--- src/rtl/ifetch_if.sv ---
// Fetch-unit bus bundle: PC address handshake, instruction memory
// port and decode-side instruction handshake.
interface ifetch_if #(
  parameter int ADDR_W = 32,
  parameter int DATA_W = 32
);
  logic              pc_valid;
  logic [ADDR_W-1:0] pc_addr;
  logic              pc_ready;
  logic              flush;
  logic              mem_req;
  logic [ADDR_W-1:0] mem_addr;
  logic              mem_ack;
  logic [DATA_W-1:0] mem_rdata;
  logic              inst_valid;
  logic [DATA_W-1:0] inst;
  logic [ADDR_W-1:0] inst_pc;
  logic [ADDR_W-1:0] inst_npc;
  logic              inst_ready;

  modport master (
    output pc_valid, pc_addr, flush,
    output mem_ack, mem_rdata, inst_ready,
    input  pc_ready, mem_req, mem_addr,
    input  inst_valid, inst, inst_pc, inst_npc
  );

  modport slave (
    input  pc_valid, pc_addr, flush,
    input  mem_ack, mem_rdata, inst_ready,
    output pc_ready, mem_req, mem_addr,
    output inst_valid, inst, inst_pc, inst_npc
  );
endinterface

--- src/rtl/ifetch_unit.sv ---
// Instruction fetch: one outstanding memory read at a time, results
// buffered in a small FIFO towards decode; flush voids everything.
module ifetch_unit #(
  parameter int ADDR_W = 32,
  parameter int DATA_W = 32,
  parameter int DEPTH  = 4
) (
  input logic    clk,
  input logic    rst,
  ifetch_if.slave bus
);
  localparam int PTR_W = $clog2(DEPTH);
  localparam logic [PTR_W:0] FULL = (PTR_W+1)'(DEPTH);

  typedef enum logic [1:0] {
    IDLE,
    BUSY,
    DRAIN
  } state_t;

  state_t            state;
  logic              req;
  logic [ADDR_W-1:0] req_addr;

  logic [DATA_W-1:0] q_data [DEPTH];
  logic [ADDR_W-1:0] q_pc   [DEPTH];
  logic [PTR_W-1:0]  rd_ptr;
  logic [PTR_W-1:0]  wr_ptr;
  logic [PTR_W:0]    count;

  logic accept;
  logic push;
  logic pop;
  logic empty;

  assign empty = (count == '0);

  assign bus.pc_ready = (state == IDLE) &&
                        (bus.flush || count < FULL);

  assign accept = bus.pc_valid && bus.pc_ready;
  assign push   = (state == BUSY) && bus.mem_ack &&
                  !bus.flush;
  assign pop    = !empty && bus.inst_ready && !bus.flush;

  assign bus.mem_req  = req;
  assign bus.mem_addr = req_addr;

  assign bus.inst_valid = !empty;
  assign bus.inst     = empty ? '0 : q_data[rd_ptr];
  assign bus.inst_pc  = empty ? '0 : q_pc[rd_ptr];
  assign bus.inst_npc = empty ? '0 :
                        q_pc[rd_ptr] + ADDR_W'(4);

  // Request FSM; a flush mid-request waits out the ack in DRAIN
  always_ff @(posedge clk or posedge rst) begin
    if (rst) begin
      state    <= IDLE;
      req      <= 1'b0;
      req_addr <= '0;
    end else begin
      unique case (state)
        IDLE: begin
          if (accept) begin
            state    <= BUSY;
            req      <= 1'b1;
            req_addr <= bus.pc_addr & ~ADDR_W'(3);
          end
        end
        BUSY: begin
          if (bus.mem_ack) begin
            state <= IDLE;
            req   <= 1'b0;
          end else if (bus.flush) begin
            state <= DRAIN;
          end
        end
        DRAIN: begin
          if (bus.mem_ack) begin
            state <= IDLE;
            req   <= 1'b0;
          end
        end
        default: begin
          state <= IDLE;
          req   <= 1'b0;
        end
      endcase
    end
  end

  // FIFO pointers and occupancy; flush wins over push and pop
  always_ff @(posedge clk or posedge rst) begin
    if (rst) begin
      rd_ptr <= '0;
      wr_ptr <= '0;
      count  <= '0;
    end else if (bus.flush) begin
      rd_ptr <= '0;
      wr_ptr <= '0;
      count  <= '0;
    end else begin
      if (push) wr_ptr <= wr_ptr + 1'b1;
      if (pop)  rd_ptr <= rd_ptr + 1'b1;
      unique case ({push, pop})
        2'b10:   count <= count + 1'b1;
        2'b01:   count <= count - 1'b1;
        default: count <= count;
      endcase
    end
  end

  // FIFO storage; contents are only visible through count
  always_ff @(posedge clk) begin
    if (push) begin
      q_data[wr_ptr] <= bus.mem_rdata;
      q_pc[wr_ptr]   <= req_addr;
    end
  end
endmodule

--- src/flat_wrapper.sv ---
// flat-port wrapper written by rule: the top's interface ports become plain ports
module ifetch_unit_flat 
#(
  parameter int ADDR_W = 32,
  parameter int DATA_W = 32,
  parameter int DEPTH  = 4
)
  (clk, rst, bus_pc_valid, bus_pc_addr, bus_flush, bus_mem_ack, bus_mem_rdata, bus_inst_ready, bus_pc_ready, bus_mem_req, bus_mem_addr, bus_inst_valid, bus_inst, bus_inst_pc, bus_inst_npc);
  ifetch_if #(.ADDR_W(ADDR_W), .DATA_W(DATA_W)) bus_i ();
  input logic clk;
  input logic rst;
  input wire logic [$bits(bus_i.pc_valid)-1:0] bus_pc_valid;
  input wire logic [$bits(bus_i.pc_addr)-1:0] bus_pc_addr;
  input wire logic [$bits(bus_i.flush)-1:0] bus_flush;
  input wire logic [$bits(bus_i.mem_ack)-1:0] bus_mem_ack;
  input wire logic [$bits(bus_i.mem_rdata)-1:0] bus_mem_rdata;
  input wire logic [$bits(bus_i.inst_ready)-1:0] bus_inst_ready;
  output wire logic [$bits(bus_i.pc_ready)-1:0] bus_pc_ready;
  output wire logic [$bits(bus_i.mem_req)-1:0] bus_mem_req;
  output wire logic [$bits(bus_i.mem_addr)-1:0] bus_mem_addr;
  output wire logic [$bits(bus_i.inst_valid)-1:0] bus_inst_valid;
  output wire logic [$bits(bus_i.inst)-1:0] bus_inst;
  output wire logic [$bits(bus_i.inst_pc)-1:0] bus_inst_pc;
  output wire logic [$bits(bus_i.inst_npc)-1:0] bus_inst_npc;
  assign bus_i.pc_valid = bus_pc_valid;
  assign bus_i.pc_addr = bus_pc_addr;
  assign bus_i.flush = bus_flush;
  assign bus_i.mem_ack = bus_mem_ack;
  assign bus_i.mem_rdata = bus_mem_rdata;
  assign bus_i.inst_ready = bus_inst_ready;
  assign bus_pc_ready = bus_i.pc_ready;
  assign bus_mem_req = bus_i.mem_req;
  assign bus_mem_addr = bus_i.mem_addr;
  assign bus_inst_valid = bus_i.inst_valid;
  assign bus_inst = bus_i.inst;
  assign bus_inst_pc = bus_i.inst_pc;
  assign bus_inst_npc = bus_i.inst_npc;
  ifetch_unit #(.ADDR_W(ADDR_W), .DATA_W(DATA_W), .DEPTH(DEPTH)) u_core (.clk(clk), .rst(rst), .bus(bus_i));
endmodule
--- config.mk ---
export PLATFORM = sky130hd
export DESIGN_NAME = ifetch_unit_flat
export DESIGN_NICKNAME = d
export VERILOG_FILES = /design/src/rtl/ifetch_if.sv /design/src/rtl/ifetch_unit.sv /design/src/flat_wrapper.sv
export SDC_FILE = /design/constraint.sdc
export NUM_CORES = 1
export LEC_CHECK = 0
export ABC_AREA = 1
export CAP_MARGIN = 20
export CORE_ASPECT_RATIO = 1.75
export CORE_MARGIN = 2
export CORE_UTILIZATION = 60
export CTS_BUF_LIST = sky130_fd_sc_hd__clkbuf_8 sky130_fd_sc_hd__clkbuf_16
export CTS_CLUSTER_DIAMETER = 40
export CTS_CLUSTER_SIZE = 24
export DETAILED_ROUTE_END_ITERATION = 10
export DONT_BUFFER_PORTS = 1
export PLACE_DENSITY = 0.74
export SETUP_SLACK_MARGIN = 0.05
export SKIP_CTS_REPAIR_TIMING = 1
export SLEW_MARGIN = 20
export SYNTH_ARGS = -nofsm -noshare
export SYNTH_HDL_FRONTEND = slang
export SYNTH_SLANG_ARGS = --single-unit
--- constraint.sdc ---
create_clock -name clk -period 7.2 [get_ports clk]
set_input_delay 2.16 -clock clk [delete_from_list [all_inputs] [get_ports clk]]
set_output_delay 2.16 -clock clk [all_outputs]
set_load 0.005 [all_outputs]
==> results.txt, run 1 <==
----------------------------------------------------
[Run status]
  Result of the run ... finished, final reports clean

[Finish]
  Most frequent standard cell in the layout excluding fill and tap cells ... nand2_1
  Final design instance area without fill ... 13900 um2
  Net total in the final layout ... 1404
  Util after Layout ... 0.644
  Commonest non-fill, non-tap cells in the layout ... nand2_1, edfxtp_1, nor2_1, o21ai_0, nand3_1
  Share of cells above drive strength 1 ... 0.0516
  Area overhead of the layout relative to synthesis ... 5.74%
  Number of antenna diodes ... 0

[Critical path]
  Category of the critical setup timing path ... reg2out
  Critical Path, Cell by Cell ... buf_4 -> o211ai_1 -> nand2_1 -> ha_1 -> nand3_1 -> nor2_4 -> nand2_2 -> nor2_2 -> nand3_1 -> nand2_1 -> inv_1 -> nor2_1
  Delay contributed by the slowest stage of the critical path ... 770 ps
  Arrival time worst endpoint ... 3760 ps
  Critical path launch point type ... flip-flop
  Required time worst endpoint ... 5040 ps
  CP endpoint kind ... output pin
  Worst Path Max Fanout ... 57
  Number of buffer and inverter stages on the critical path ... 2
  Crit path max-delay cell type ... dfrtp_2
  Dominant delay contributor by cell family on the critical path ... simple AND/OR/NAND/NOR gates

[Global route]
  Gr busiest metal ... met2
  First-pass GRT wire length ... 44400 um
  Pin count of the biggest net entering global routing ... 134
  Number of antenna violations at the first check in global routing ... 0
  Remaining global-route overflow ... 0
  Total routing resource utilization after global routing ... 0.253
  Global routing usage on met1 ... 0.268
  Number of global-route vias before repair ... 8673
  Global routing usage on met2 ... 0.466
  Met3 Usage GRT ... 0.0598

[Power]
  Max IR drop VDD ... 0.298 mV
  Leakage power ... 0.00550 uW
  Power density normalized to cell area ... 348 nW/um2

[Synthesis]
  Number of warnings reported in the yosys synthesis log ... 0
  Avg Inst Size Synth ... 9.65 um2
  Library cell occupying the most area in the post-synthesis netlist ... edfxtp_1
  Synth Register Bits ... 288
  Proportion of netlist area held by the largest area contributor ... 0.568
  Number of enable-type register cells in the synthesized netlist ... 248
  Distinct cell type count of the synthesized netlist ... 34
  Top post-synthesis cells by area ... edfxtp_1, nand2_1, dfrtp_1
  Cell count after synthesis ... 1357
  Mapped Area ... 13100 um2
  Share of synthesized area occupied by flip-flops and latches ... 0.645
  Share of synthesized registers carrying an async set or reset ... 0.139
  Main synth FF type ... edfxtp_1

[Detailed routing]
  Number of antenna-violating nets in the routed design ... 0
  Number of remaining DRC errors ... 0
  First-pass iteration count of the detailed router ... 5
  Total routed wirelength ... 29100 um
  Vias/cell ... 5.50
  1st-iter DRT viols ... 469
  Total via count after detailed routing ... 8967
  Average detailed-routed wire length per instance ... 17.9 um

[Clock tree]
  Maximum clock path buffer count ... 3
  CTS tree ... yes
  Skew-Pair Late Insertion Delay ... 520 ps
  Number of H-tree branching levels ... 1
  Number of CTS-inserted buffers ... 18
  Clock transition at the registers of the reported paths ... 90 ps
  # clock sinks ... 288
  Library cell used as clock root buffer ... clkbuf_16

[Timing]
  Final period demand of the worst path ... 5920 ps
  Setup Skew ... 17.7 ps
  Minimum setup slack in the final design ... 1280 ps
  Max transition margin ... 0.331
  F_max ... 169 MHz
  Slew Limit Fails ... 0
  Transition at the pin with the smallest max-transition slack ... 997 ps
  Hold Worst Slack ... 547 ps
  Fin Setup TNS ... 0 ps
  Unrepaired setup endpoints after global routing ... no
  Final setup viols ... 0
  Final hold violation count ... 0
  Final critical-path share of the clock period ... 0.823

[Placed design]
  Worst setup timing slack at the placement stage ... 1900 ps
  PortBufs ... 0
  Cell Area, Placed ... 13200 um2
  Global placement routability congestion ... 0.877
  HPWL after detailed placement ... 19000 um

[Worst hold path]
  Hold/Removal Path Class ... reg2reg

[Floorplan]
  Initial core utilization ... 0.609
  Core region area ... 21500 um2
  Die W ... 116 um
  Area enclosed by the die boundary ... 23100 um2
  Floorplan row count ... 71
  Die Y-Extent ... 199 um
  Boundary Pins ... 201

[Run]
  Max capacitance violation total ... 0

----------------------------------------------------
logic make-up after synthesis:
group                      Yosys count  share of synthesized area
buffers and inverters              135                     0.0500
DFF                                288                      0.645
adders and majority gates            9                    0.00917
muxes                                1                   0.000764
and+or+nand+nor                    774                      0.236
AOI/OAI and AO/OA                  146                     0.0568
other                                1                   0.000286
xor gates and xnor gates             3                    0.00201
sequential cells by signal, summed over array words and instances (netlist names):
| name | count |
|---|---|
| u_core.q_data | 128 |
| u_core.state | 2 |
| u_core.bus.mem_addr | 30 |
| u_core.count | 3 |
| u_core.wr_ptr | 2 |
| u_core.bus.mem_req | 1 |
| u_core.rd_ptr | 2 |
| u_core.q_pc | 120 |
final timing paths:
path,to,slack (ps),cells after the start,start
min reg2reg,u_core.bus.mem_req,550,2,u_core.bus.mem_req
min in group asynchronous,u_core.bus.mem_req,1660,2,rst
max reg2reg,u_core.q_pc[3][4],3930,7,u_core.state[1]
max in group asynchronous,u_core.rd_ptr[0],5100,2,rst
min,u_core.bus.mem_req,550,2,u_core.bus.mem_req
max,bus_inst_npc[28],1280,12,u_core.rd_ptr[1]
final cells by class:
| cell class | count | area (um2) |
|---|---|---|
| Timing Repair Buffer | 12 | 103 |
| Sequential cell | 288 | 8450 |
| Multi-Input combinational cell | 939 | 4050 |
| Inverter | 66 | 255 |
| Tap cell | 292 | 365 |
| Clock inverter | 11 | 123 |
| Fill cell | 1710 | 7640 |
| Clock buffer | 21 | 503 |
synth_stat cells, types with 2 or more instances:
library cell and n:
a21oi_1 53, buf_1 10, buf_2 14, buf_4 14
buf_6 8, clkbuf_1 22, dfrtp_1 40, edfxtp_1 248
ha_1 8, inv_1 62, inv_2 3, nand2_1 440
nand2_2 5, nand3_1 74, nor2_1 235, nor2_2 5
nor2_4 6, nor3_1 7, o211ai_1 2, o21ai_0 86
xor2_1 2
per-stage QoR:
stage / instances / total power (uW)
after detailed placement: 1597 / 3750
after global routing: 1629 / 5110
after global placement: 1597 / 3700
final: 1629 / 4820
after CTS: 1629 / 4840
after floorplan: 1362 / 3360
report_power, final:
group	internal (uW)	switching [uW]
logic	376	1030
registers	2070	237
clock network	559	551
total	3000	1820
layer usage:
metal,part of all wire,vias up
met5,0,-
met3,0.072,60
met2,0.53,316
met4,0.036,0
met1,0.36,4192
li1,-,4399
worst reg2reg max path, cell delays in order, from the launching register on:
cell and delay (ps):
dfrtp_1 390, inv_1 100, ha_1 220, inv_1 50, nor3_1 400, inv_1 300, nor2_4 730, buf_4 670
Power figures use the tool's default switching activity.
==> run 2: changes to the inputs <==
- CORE_UTILIZATION: 60 -> 57
- PLACE_DENSITY: 0.74 -> 0.73
- clock period: 7.2 -> 4.7 ns (I/O delays scaled with it)
==> results.txt, run 2 (synthesis results as in run 1) <==
----------------------------------------------------
[Run status]
  Result of the run ... finished, final reports clean

[Clock tree]
  Clock transition at the registers of the reported paths ... 90 ps
  CTS tree ... yes
  Library cell used as clock root buffer ... clkbuf_16
  Number of CTS-inserted buffers ... 17
  # clock sinks ... 288
  Skew-Pair Late Insertion Delay ... 510 ps
  Maximum clock path buffer count ... 3
  Number of H-tree branching levels ... 1

[Placed design]
  HPWL after detailed placement ... 19500 um
  PortBufs ... 0
  Global placement routability congestion ... 0.890

[Global route]
  Number of antenna violations at the first check in global routing ... 0
  First-pass GRT wire length ... 45800 um
  Number of global-route vias before repair ... 8713
  Total routing resource utilization after global routing ... 0.244
  Global routing usage on met2 ... 0.455
  Gr busiest metal ... met2
  Global routing usage on met1 ... 0.263
  Pin count of the biggest net entering global routing ... 101
  Remaining global-route overflow ... 0
  Met3 Usage GRT ... 0.0470

[Critical path]
  Arrival time worst endpoint ... 2970 ps
  Dominant delay contributor by cell family on the critical path ... simple AND/OR/NAND/NOR gates
  Slack of the worst reg-to-reg path ... 2160 ps
  Critical path launch point ... u_core.rd_ptr[1]
  CP endpoint kind ... output pin
  Crit path max-delay cell type ... dfrtp_4
  Required time worst endpoint ... 3290 ps
  Worst Path Max Fanout ... 24
  Category of the critical setup timing path ... reg2out
  Critical path launch point type ... flip-flop
  Delay contributed by the slowest stage of the critical path ... 630 ps
  Number of buffer and inverter stages on the critical path ... 2
  Critical R2R Launch ... u_core.state[1]
  Critical Path, Cell by Cell ... inv_2 -> buf_4 -> nand2_1 -> nand2_1 -> ha_1 -> nand3_1 -> nor2_4 -> nand3_4 -> nor2_1 -> a21oi_1 -> nor2_1

[Power]
  Clk network pwr share ... 0.215
  Switching power share of the total ... 0.377
  Sequential share of power ... 0.472
  Combinational group share of total power ... 0.313
  Total Power Consumption ... 7350 uW
  Int Power ... 4580 uW
  Leakage power ... 0.00553 uW
  Max IR drop VDD ... 0.451 mV
  Power density normalized to cell area ... 527 nW/um2
  Sw power ... 2770 uW

[Floorplan]
  Initial core utilization ... 0.578
  Die Y-Extent ... 205 um
  Core region area ... 22700 um2
  Die W ... 119 um
  Floorplan row count ... 73
  Boundary Pins ... 201
  Area enclosed by the die boundary ... 24300 um2

[Detailed routing]
  First-pass iteration count of the detailed router ... 5
  Number of remaining DRC errors ... 0
  Total routed wirelength ... 30100 um
  1st-iter DRT viols ... 590
  Total via count after detailed routing ... 9023
  Average detailed-routed wire length per instance ... 18.3 um
  Number of antenna-violating nets in the routed design ... 0
  Vias/cell ... 5.49

[Timing]
  Final period demand of the worst path ... 4380 ps
  F_max ... 228 MHz
  Transition at the pin with the smallest max-transition slack ... 938 ps
  Fin Setup TNS ... 0 ps
  Max transition margin ... 0.374
  Setup Skew ... 13.6 ps
  Slew Limit Fails ... 0
  Final setup viols ... 0
  Final hold violation count ... 0
  Unrepaired setup endpoints after global routing ... no
  Hold Worst Slack ... 535 ps
  Final critical-path share of the clock period ... 0.932

[Finish]
  Net total in the final layout ... 1413
  Commonest non-fill, non-tap cells in the layout ... nand2_1, edfxtp_1, nor2_1, o21ai_0, nand3_1
  Most frequent standard cell in the layout excluding fill and tap cells ... nand2_1
  Number of antenna diodes ... 0
  Area overhead of the layout relative to synthesis ... 6.49%
  Register with the most flip-flops ... u_core.q_data
  Share of cells above drive strength 1 ... 0.0595
  Number of flip-flops under the largest register name ... 128

[Run]
  Max capacitance violation total ... 0

[Worst hold path]
  Critical hold path startpoint ... u_core.bus.mem_req
  Hold/Removal Path Class ... reg2reg

----------------------------------------------------
## run 2: worst min-delay path: cells and delay by family, from the launching register on
family,cells,cell delay (ps)
AOI/OAI and AO/OA,1,60
and+or+nand+nor,1,60
DFF,1,380
## run 2: path summary, 6_finish.rpt
path	end	cells after the start
max	bus_inst_npc[30]	11
max reg2reg	u_core.q_pc[3][2]	7
max in group asynchronous	u_core.rd_ptr[1]	1
min reg2reg	u_core.bus.mem_req	2
min	u_core.bus.mem_req	2
min in group asynchronous	u_core.bus.mem_addr[5]	1
## run 2: per-layer routing
| layer | vias up | wire [um] |
|---|---|---|
| met5 | - | 0 |
| met3 | 67 | 1950 |
| met2 | 310 | 16300 |
| met1 | 4221 | 10600 |
| li1 | 4425 | - |
| met4 | 0 | 1270 |
## run 2: area by class of cell
cell class,count,area (um2)
fill,1896,8700
sequential,288,8460
multi-input combinational,939,4060
clock buffer,17,425
tap,300,375
inverter,66,260
timing repair buffer,22,248
clock inverter,13,131
## run 2: power groups by stage
stage          clock network (uW)  registers (uW)  logic, uW
2_1_floorplan                   0            3400       1750
3_3_place_gp                    0            3540       2190
3_5_place_dp                    0            3550       2240
4_1_cts                      1610            3500       2250
5_1_grt                      1690            3510       2600
6_report                     1580            3470       2300
## run 2: per-stage QoR
stage	setup slack (ps)	util	cells	instance area, um2
floorplan	-276	-	1362	13100
global placement	659	0.588	1611	13300
detailed placement	621	0.588	1611	13300
CTS	69.2	0.613	1641	13900
global route	104	0.616	1645	14000
finish	319	0.616	1645	14000
==> run 3: changes to the inputs <==
- PLACE_DENSITY: 0.73 -> not set
- PLACE_DENSITY_LB_ADDON: not set -> 0.08
==> results.txt, run 3 (synthesis results as in run 1) <==
----------------------------------------------------
[Finish]
  Number of antenna diodes ... 0
  Final design instance area without fill ... 14000 um2
  Most frequent standard cell in the layout excluding fill and tap cells ... nand2_1
  Layout filler cell count ... 1857
  Share of cells above drive strength 1 ... 0.0623
  Commonest non-fill, non-tap cells in the layout ... nand2_1, edfxtp_1, nor2_1, o21ai_0, nand3_1
  Number of flip-flops under the largest register name ... 128
  Number of standard cells in the final layout excluding fillers ... 1648
  Net total in the final layout ... 1416
  Register with the most flip-flops ... u_core.q_data
  Area overhead of the layout relative to synthesis ... 6.65%

[Power]
  Leakage power ... 0.00556 uW
  Int Power ... 4630 uW
  Sequential share of power ... 0.466
  Combinational group share of total power ... 0.309
  Switching power share of the total ... 0.377
  Power density normalized to cell area ... 531 nW/um2
  Clk network pwr share ... 0.225
  Max IR drop VDD ... 0.450 mV
  Total Power Consumption ... 7430 uW
  Sw power ... 2800 uW

[Floorplan]
  Die Y-Extent ... 205 um
  Die W ... 119 um
  Floorplan row count ... 73
  Core region area ... 22700 um2
  Area enclosed by the die boundary ... 24300 um2
  Boundary Pins ... 201
  Initial core utilization ... 0.578

[Global route]
  Number of antenna violations at the first check in global routing ... 0
  Pin count of the biggest net entering global routing ... 62
  First-pass GRT wire length ... 46100 um
  Total routing resource utilization after global routing ... 0.245
  Number of global-route vias before repair ... 8723
  Remaining global-route overflow ... 0

[Timing]
  Final hold violation count ... 0
  Unrepaired setup endpoints after global routing ... no
  F_max ... 229 MHz
  Setup Skew ... 16.3 ps
  Final period demand of the worst path ... 4370 ps
  Slew Limit Fails ... 0
  Transition at the pin with the smallest max-transition slack ... 958 ps
  Max transition margin ... 0.361
  Final critical-path share of the clock period ... 0.930
  Final setup viols ... 0

[Clock tree]
  Skew-Pair Late Insertion Delay ... 500 ps
  Library cell used as clock root buffer ... clkbuf_16
  Number of H-tree branching levels ... 1
  Number of CTS-inserted buffers ... 18
  Maximum clock path buffer count ... 3
  CTS tree ... yes
  Clock transition at the registers of the reported paths ... 90 ps
  # clock sinks ... 288

[Critical path]
  Critical path launch point type ... flip-flop
  Worst Path Max Fanout ... 46
  Arrival time worst endpoint ... 2960 ps
  Crit path max-delay cell type ... dfrtp_4
  CP endpoint kind ... output pin
  Required time worst endpoint ... 3290 ps
  Critical Path, Cell by Cell ... clkinv_8 -> nand2_1 -> o211ai_1 -> nand2_1 -> ha_1 -> nand3_1 -> nor2_4 -> nand2_2 -> nor2_2 -> nand3_1 -> nand2_1 -> inv_1 -> nor2_1
  Delay contributed by the slowest stage of the critical path ... 520 ps
  Most repeated library cell on the critical path ... nand2_1
  Category of the critical setup timing path ... reg2out

[Placed design]
  PortBufs ... 0
  Number of placed instances, taps included ... 1613
  HPWL after detailed placement ... 19600 um
  Cell Area, Placed ... 13300 um2
  Global placement routability congestion ... 0.896

[Run status]
  Result of the run ... finished, final reports clean

[Detailed routing]
  Total via count after detailed routing ... 8958
  Vias/cell ... 5.44
  1st-iter DRT viols ... 448
  First-pass iteration count of the detailed router ... 5
  Average detailed-routed wire length per instance ... 18.0 um
  Total routed wirelength ... 29700 um
  Number of remaining DRC errors ... 0
  Number of antenna-violating nets in the routed design ... 0

[Run]
  Max capacitance violation total ... 0

[Worst hold path]
  Hold/Removal Path Class ... reg2reg

----------------------------------------------------
[run 3: cell types whose count changed in the layout (fill, tap and decap cells not counted), moves of 2 or more]
cell and change:
inv_6 -2, buf_4 +4, clkinv_8 +2, clkbuf_8 +3
clkinvlp_4 -2, clkinv_2 -2, inv_8 +3, buf_12 -2
[run 3: final cells by class]
class,instances,area (um2),area share
sequential,288,8450,0.605
multi-input combinational,939,4050,0.290
clock buffer,21,503,0.0360
tap,300,375,0.0269
inverter,66,260,0.0186
timing repair buffer,24,210,0.0150
clock inverter,10,119,0.00851
[run 3: through the flow]
| step | utilization | TNS, ps | setup WS [ps] | hold WS, ps |
|---|---|---|---|---|
| floorplan | - | -68470 | -276 | 476 |
| global placement | 0.587 | 0 | 641 | 508 |
| detailed placement | 0.587 | 0 | 593 | 522 |
| CTS | 0.615 | 0 | 54.5 | 544 |
| global route | 0.617 | 0 | 95.2 | 571 |
| finish | 0.617 | 0 | 330 | 530 |
[run 3: power groups by stage]
| stage | Sequential, uW | Clock (uW) | Combinational [uW] |
|---|---|---|---|
| after floorplan | 3400 | 0 | 1750 |
| after global placement | 3530 | 0 | 2240 |
| after detailed placement | 3540 | 0 | 2270 |
| after CTS | 3480 | 1700 | 2270 |
| after global routing | 3500 | 1800 | 2600 |
| final | 3460 | 1670 | 2290 |
[run 3: metal layers]
metal / up-vias / wire length (um) / GRT usage
li1: 4420 / - / -
met1: 4222 / 10900 / 0.271
met4: 0 / 937 / 0.0952
met5: - / 0 / 0
met2: 263 / 15900 / 0.457
met3: 53 / 1920 / 0.0509
[run 3: critical path, delay by kind of cell (launching register included)]
family	cells	cell delay [ps]
flops	1	520
simple gates	9	1350
buf+inv	2	230
compound gates	1	90
fa+ha+maj	1	260
[run 3: worst paths after layout]
kind | endpoint | slack [ps] | cells after the start | from
max | bus_inst_npc[28] | 330 | 13 | u_core.rd_ptr[0]
min | u_core.bus.mem_req | 530 | 2 | u_core.bus.mem_req
max reg2reg | u_core.count[2] | 1750 | 12 | u_core.count[2]
min reg2reg | u_core.bus.mem_req | 530 | 2 | u_core.bus.mem_req
max in group asynchronous | u_core.rd_ptr[0] | 3010 | 1 | rst
min in group asynchronous | u_core.bus.mem_addr[10] | 990 | 1 | rst
